--- src/rtl/memory_address_generator.sv ---
// Address generator: PC, MAR and IR registers with an active-low one-hot mode select
// onto a combinational address bus, plus a sticky fault flag for conflicting selects.
module memory_address_generator #(
   parameter int LOG = 0
) (
   input  logic        clk,
   input  logic        _mr,
   input  logic        _addrmode_pc,
   input  logic        _addrmode_register,
   input  logic        _addrmode_direct,
   input  logic        phaseFetch,
   input  logic        phaseExec,
   input  logic [15:0] rom_data,
   input  logic [7:0]  data_in,
   input  logic        _marlo_in,
   input  logic        _marhi_in,
   input  logic        _mar_inc,
   input  logic        _pc_load,
   input  logic [15:0] pc_load_value,
   output logic [15:0] address,
   output logic [15:0] pc,
   output logic [15:0] mar,
   output logic        addr_valid,
   output logic        addr_fault
);

   logic [15:0] pc_q, pc_d;
   logic [15:0] mar_q, mar_d;
   logic [15:0] ir_q, ir_d;
   logic        fault_q, fault_d;
   logic [2:0]  sel;
   logic        multi_sel;

   // Selects are active-low; bit 2 = PC, bit 1 = MAR, bit 0 = IR.
   assign sel       = {~_addrmode_pc, ~_addrmode_register, ~_addrmode_direct};
   assign multi_sel = (sel != 3'b000) && !$onehot(sel);

   always_comb begin
      ir_d = ir_q;
      if (phaseFetch) begin
         ir_d = rom_data;
      end
   end

   always_comb begin
      pc_d = pc_q;
      if (phaseExec) begin
         if (!_pc_load) begin
            pc_d = pc_load_value;
         end else begin
            pc_d = pc_q + 16'd1;
         end
      end
   end

   // Byte loads take priority over increment; an unloaded byte holds.
   always_comb begin
      mar_d = mar_q;
      if (!_marlo_in || !_marhi_in) begin
         if (!_marlo_in) begin
            mar_d[7:0] = data_in;
         end
         if (!_marhi_in) begin
            mar_d[15:8] = data_in;
         end
      end else if (!_mar_inc) begin
         mar_d = mar_q + 16'd1;
      end
   end

   always_comb begin
      fault_d = fault_q | multi_sel;
   end

   always_ff @(posedge clk or negedge _mr) begin
      if (!_mr) begin
         pc_q    <= 16'h0000;
         mar_q   <= 16'h0000;
         ir_q    <= 16'h0000;
         fault_q <= 1'b0;
      end else begin
         pc_q    <= pc_d;
         mar_q   <= mar_d;
         ir_q    <= ir_d;
         fault_q <= fault_d;
      end
   end

   always_comb begin
      address    = 16'h0000;
      addr_valid = 1'b0;
      case (sel)
         3'b100: begin
            address    = pc_q;
            addr_valid = 1'b1;
         end
         3'b010: begin
            address    = mar_q;
            addr_valid = 1'b1;
         end
         3'b001: begin
            address    = ir_q;
            addr_valid = 1'b1;
         end
         default: begin
            address    = 16'h0000;
            addr_valid = 1'b0;
         end
      endcase
   end

   assign pc         = pc_q;
   assign mar        = mar_q;
   assign addr_fault = fault_q;

   // Simulation-only trace; has no effect on the registered logic.
   if (LOG != 0) begin : g_trace
      always @(posedge clk) begin
         if (_mr) begin
            $display("mag: sel=%b addr=%h pc %h->%h mar %h->%h ir %h->%h fault=%b",
                     sel, address, pc_q, pc_d, mar_q, mar_d, ir_q, ir_d, fault_d);
         end
      end
   end

endmodule

--- config.mk ---
export PLATFORM = sky130hd
export DESIGN_NAME = memory_address_generator
export DESIGN_NICKNAME = d
export VERILOG_FILES = /design/src/rtl/memory_address_generator.sv
export SDC_FILE = /design/constraint.sdc
export NUM_CORES = 1
export LEC_CHECK = 0
export CAP_MARGIN = 20
export CELL_PAD_IN_SITES_DETAIL_PLACEMENT = 1
export CELL_PAD_IN_SITES_GLOBAL_PLACEMENT = 1
export CORE_ASPECT_RATIO = 1.1
export CORE_UTILIZATION = 30
export DETAILED_ROUTE_END_ITERATION = 10
export GPL_TIMING_DRIVEN = 0
export PLACE_DENSITY = 0.84
export SLEW_MARGIN = 20
export SYNTH_ARGS = -nofsm -noshare
export SYNTH_HDL_FRONTEND = slang
export SYNTH_SLANG_ARGS = --single-unit
--- constraint.sdc ---
create_clock -name clk -period 1.7 [get_ports clk]
set_clock_uncertainty 0.2 [all_clocks]
set_input_delay 0.34 -clock clk [delete_from_list [all_inputs] [get_ports clk]]
set_output_delay 0.34 -clock clk [all_outputs]
set_load 0.01 [all_outputs]
==> flow_metrics.tcl <==
set metrics [dict create \
    status "finished, violations left" \
    failed_checks "negative setup slack" \
    ys_seq_elements 49 \
    p_leak_nw 2.28 \
    yosysUniqueCellTypes 44 \
    portBuffers 98 \
    firstDrtPassIters 4 \
    clock.fmax_mhz 501 \
    layout_min_cycle_time_ns 1.99 \
    cts.clk_slew.worst_paths_ns 0.10 \
    num_vias 3510 \
    grt_pass1_wl_um 19600 \
    antenna_found_initial 0 \
    finalWorstSetupSlack_ns -0.295 \
    synth_top_area_share_pct 43.2 \
    fp.dieH_um 104 \
    cap_violations 0 \
    wl_per_cell_um 24.3 \
    avgSynthCellArea_um2 9.56 \
    worstSetupStartpointType "flop" \
    viasPerCell 5.74 \
    crit_fanout 5 \
    drive_gt1_share_pct 46.5 \
    finalCritPeriodShare_pct 117 \
    ios 101 \
    end_kind "flop" \
    numCtsBuffers 5 \
    power.density_nw_per_um2 764 \
    core_area_um2 9010 \
    clock_path_buffers 2 \
    finalSetupViolCount 35 \
    async_flop_share_pct 100 \
    final_antenna_net_count 0 \
    clk_latency_ns 0.32 \
    fin_area_um2 5240 \
    synthTopCellsByCount "49 x dfrtp_1, 32 x a22o_1, 30 x a21oi_1" \
    grt_max_degree 50 \
    cp.arrival_ns 2.02 \
    htreeDepth 2 \
    pre_cts_ws_ns -1.21 \
    root_buffer "clkbuf_8" \
    finalHoldViolCount 0 \
    dpl.hpwl_um 7610 \
    slew_viol_final 0 \
    grt_pass1_vias 3650 \
    dieWidth_um 94.8 \
    fill_cells 985 \
    synth_flop_cell "dfrtp_1" \
    synth_top_area_cell "dfrtp_1" \
    gp_congestion 0.883 \
    synth-edff-count 0 \
    netlist_instances 297 \
    area.growth.synth_to_final_pct 84.7 \
    start_util_pct 31.5 \
    synth_area_leaders "dfrtp_1 43%, a22o_1 9.9%, mux2_2 6.7%, a21oi_1 5.3%, nor2_1 3.3%" \
    drc_errors 0 \
    synth_area_um2 2840 \
    min_path_type "input pin to flop" \
    yosysSeqAreaShare_pct 43.2 \
    ir_drop_mv 0.431 \
    criticalPathCategory "flop to flop" \
    synth_nets 351 \
    nets 550 \
    crit_required_ns 1.73 \
    postPlaceCellArea_um2 4050 \
    grt_overflow 0 \
    die_area_um2 9860 \
    rows 36 \
    grtUsageTotal_pct 26.0 \
    tritoncts "done" \
    routed_wl_um 14800 \
    max_slew_margin_pct 55.8 \
    yosysMostFrequentCell "dfrtp_1" \
    drt_iter0_markers 159 \
    rsz0062_at_grt "yes" \
    clock_sink_count 49 \
    n_antenna_cell 0 \
    timing_worst_slew_pin_value_ns 0.663 \
    ys_warn_count 0 \
]
## where the power goes
group,switching [mW],internal [mW],leakage [nW]
sequential,0.166,1.32,0.532
clock,0.439,0.369,0.0542
combinational,0.844,0.873,1.69
## worst max-delay path: stages (launching register included)
cell and delay (ns):
dfrtp_2 0.47, nand4_4 0.12, or4_4 0.50, or3_1 0.42, a31oi_1 0.20
## what timing repair did
item                       in CTS  in global routing
hold buffers                    1                  0
pin swaps                      30                 45
hold endpoints to repair       49                  0
setup buffers                  62                 33
setup endpoints to repair      81                 40
gates resized for setup       205                 59
gates cloned                    2                  1
## final timing paths
check	from	endpoint	slack, ns	cells after the start
max	mar[6]$_DFFE_PN0P_	mar[13]$_DFFE_PN0P_	-0.29	4
min	_addrmode_register	addr_fault$_DFF_PN0_	0.17	3
max reg2reg	mar[6]$_DFFE_PN0P_	mar[13]$_DFFE_PN0P_	-0.29	4
min reg2reg	addr_fault$_DFF_PN0_	addr_fault$_DFF_PN0_	0.28	1
max in group asynchronous	_mr	mar[10]$_DFFE_PN0P_	0.42	2
min in group asynchronous	_mr	pc[2]$_DFFE_PN0P_	0.39	2
## kinds of logic after synthesis
family	synth area share (%)
compound gates	24.6
simple gates	16.0
flops	43.2
buf+inv	3.35
mux	7.80
xor+xnor	3.39
fa+ha+maj	1.59
## metrics by stage
step	TNS [ns]	instances	hold WS [ns]	util, %	power, mW
after floorplan	-0.104	297	-0.156	-	1.98
after global placement	-102.70	509	0.260	45.0	2.54
after detailed placement	-35.14	509	0.212	44.9	2.58
after CTS	-3.70	581	0.189	53.7	3.65
after global routing	-6.43	611	0.212	58.2	4.15
final	-4.87	611	0.173	58.2	4.01
## cell usage in the layout, fill, tap and decap left out, types with 4 or more instances in the layout
master / netlist / routed
buf_4: 0 / 78
clkdlybuf4s50_1: 0 / 41
a22o_1: 32 / 32
a21oi_1: 30 / 28
dlygate4sd2_1: 0 / 26
dfrtp_2: 0 / 26
buf_6: 0 / 25
dfrtp_1: 49 / 23
nor2_1: 25 / 20
buf_2: 1 / 17
nand2_1: 19 / 16
mux2_2: 17 / 16
clkbuf_8: 0 / 13
nand4_1: 7 / 7
nand3_1: 9 / 6
o21ai_0: 8 / 6
xnor2_1: 7 / 6
nor2_4: 0 / 5
inv_1: 6 / 5
nor4_4: 0 / 5
nor2b_4: 0 / 4
nand2b_1: 5 / 4
clkbuf_1: 16 / 4
o22ai_1: 4 / 4
xor2_1: 4 / 4
## cell type report
class                      instances  area (um^2)  area share (%)
buffer                            16          130            2.48
clock buffer                       7         96.3            1.84
clock inverter                     1         5.00          0.0954
inverter                           6         22.5           0.429
multi-input combinational        224         1900            36.2
sequential                        49         1260            24.0
tap                              114          143            2.72
timing repair buffer             194         1690            32.2
## flip-flops by register name, summed over array words and instances (netlist names)
name and flops:
ir_q 16, addr_fault 1, mar 16, pc 16
## per-layer routing
layer,part of all wire [%],up-vias,global-route usage [%]
met3,5.7,46,4.90
met5,0,-,0
met4,3.8,0,9.63
li1,-,1523,-
met2,53,170,46.3
met1,37,1771,30.1
No activity file was read; power rests on OpenSTA's default activity.
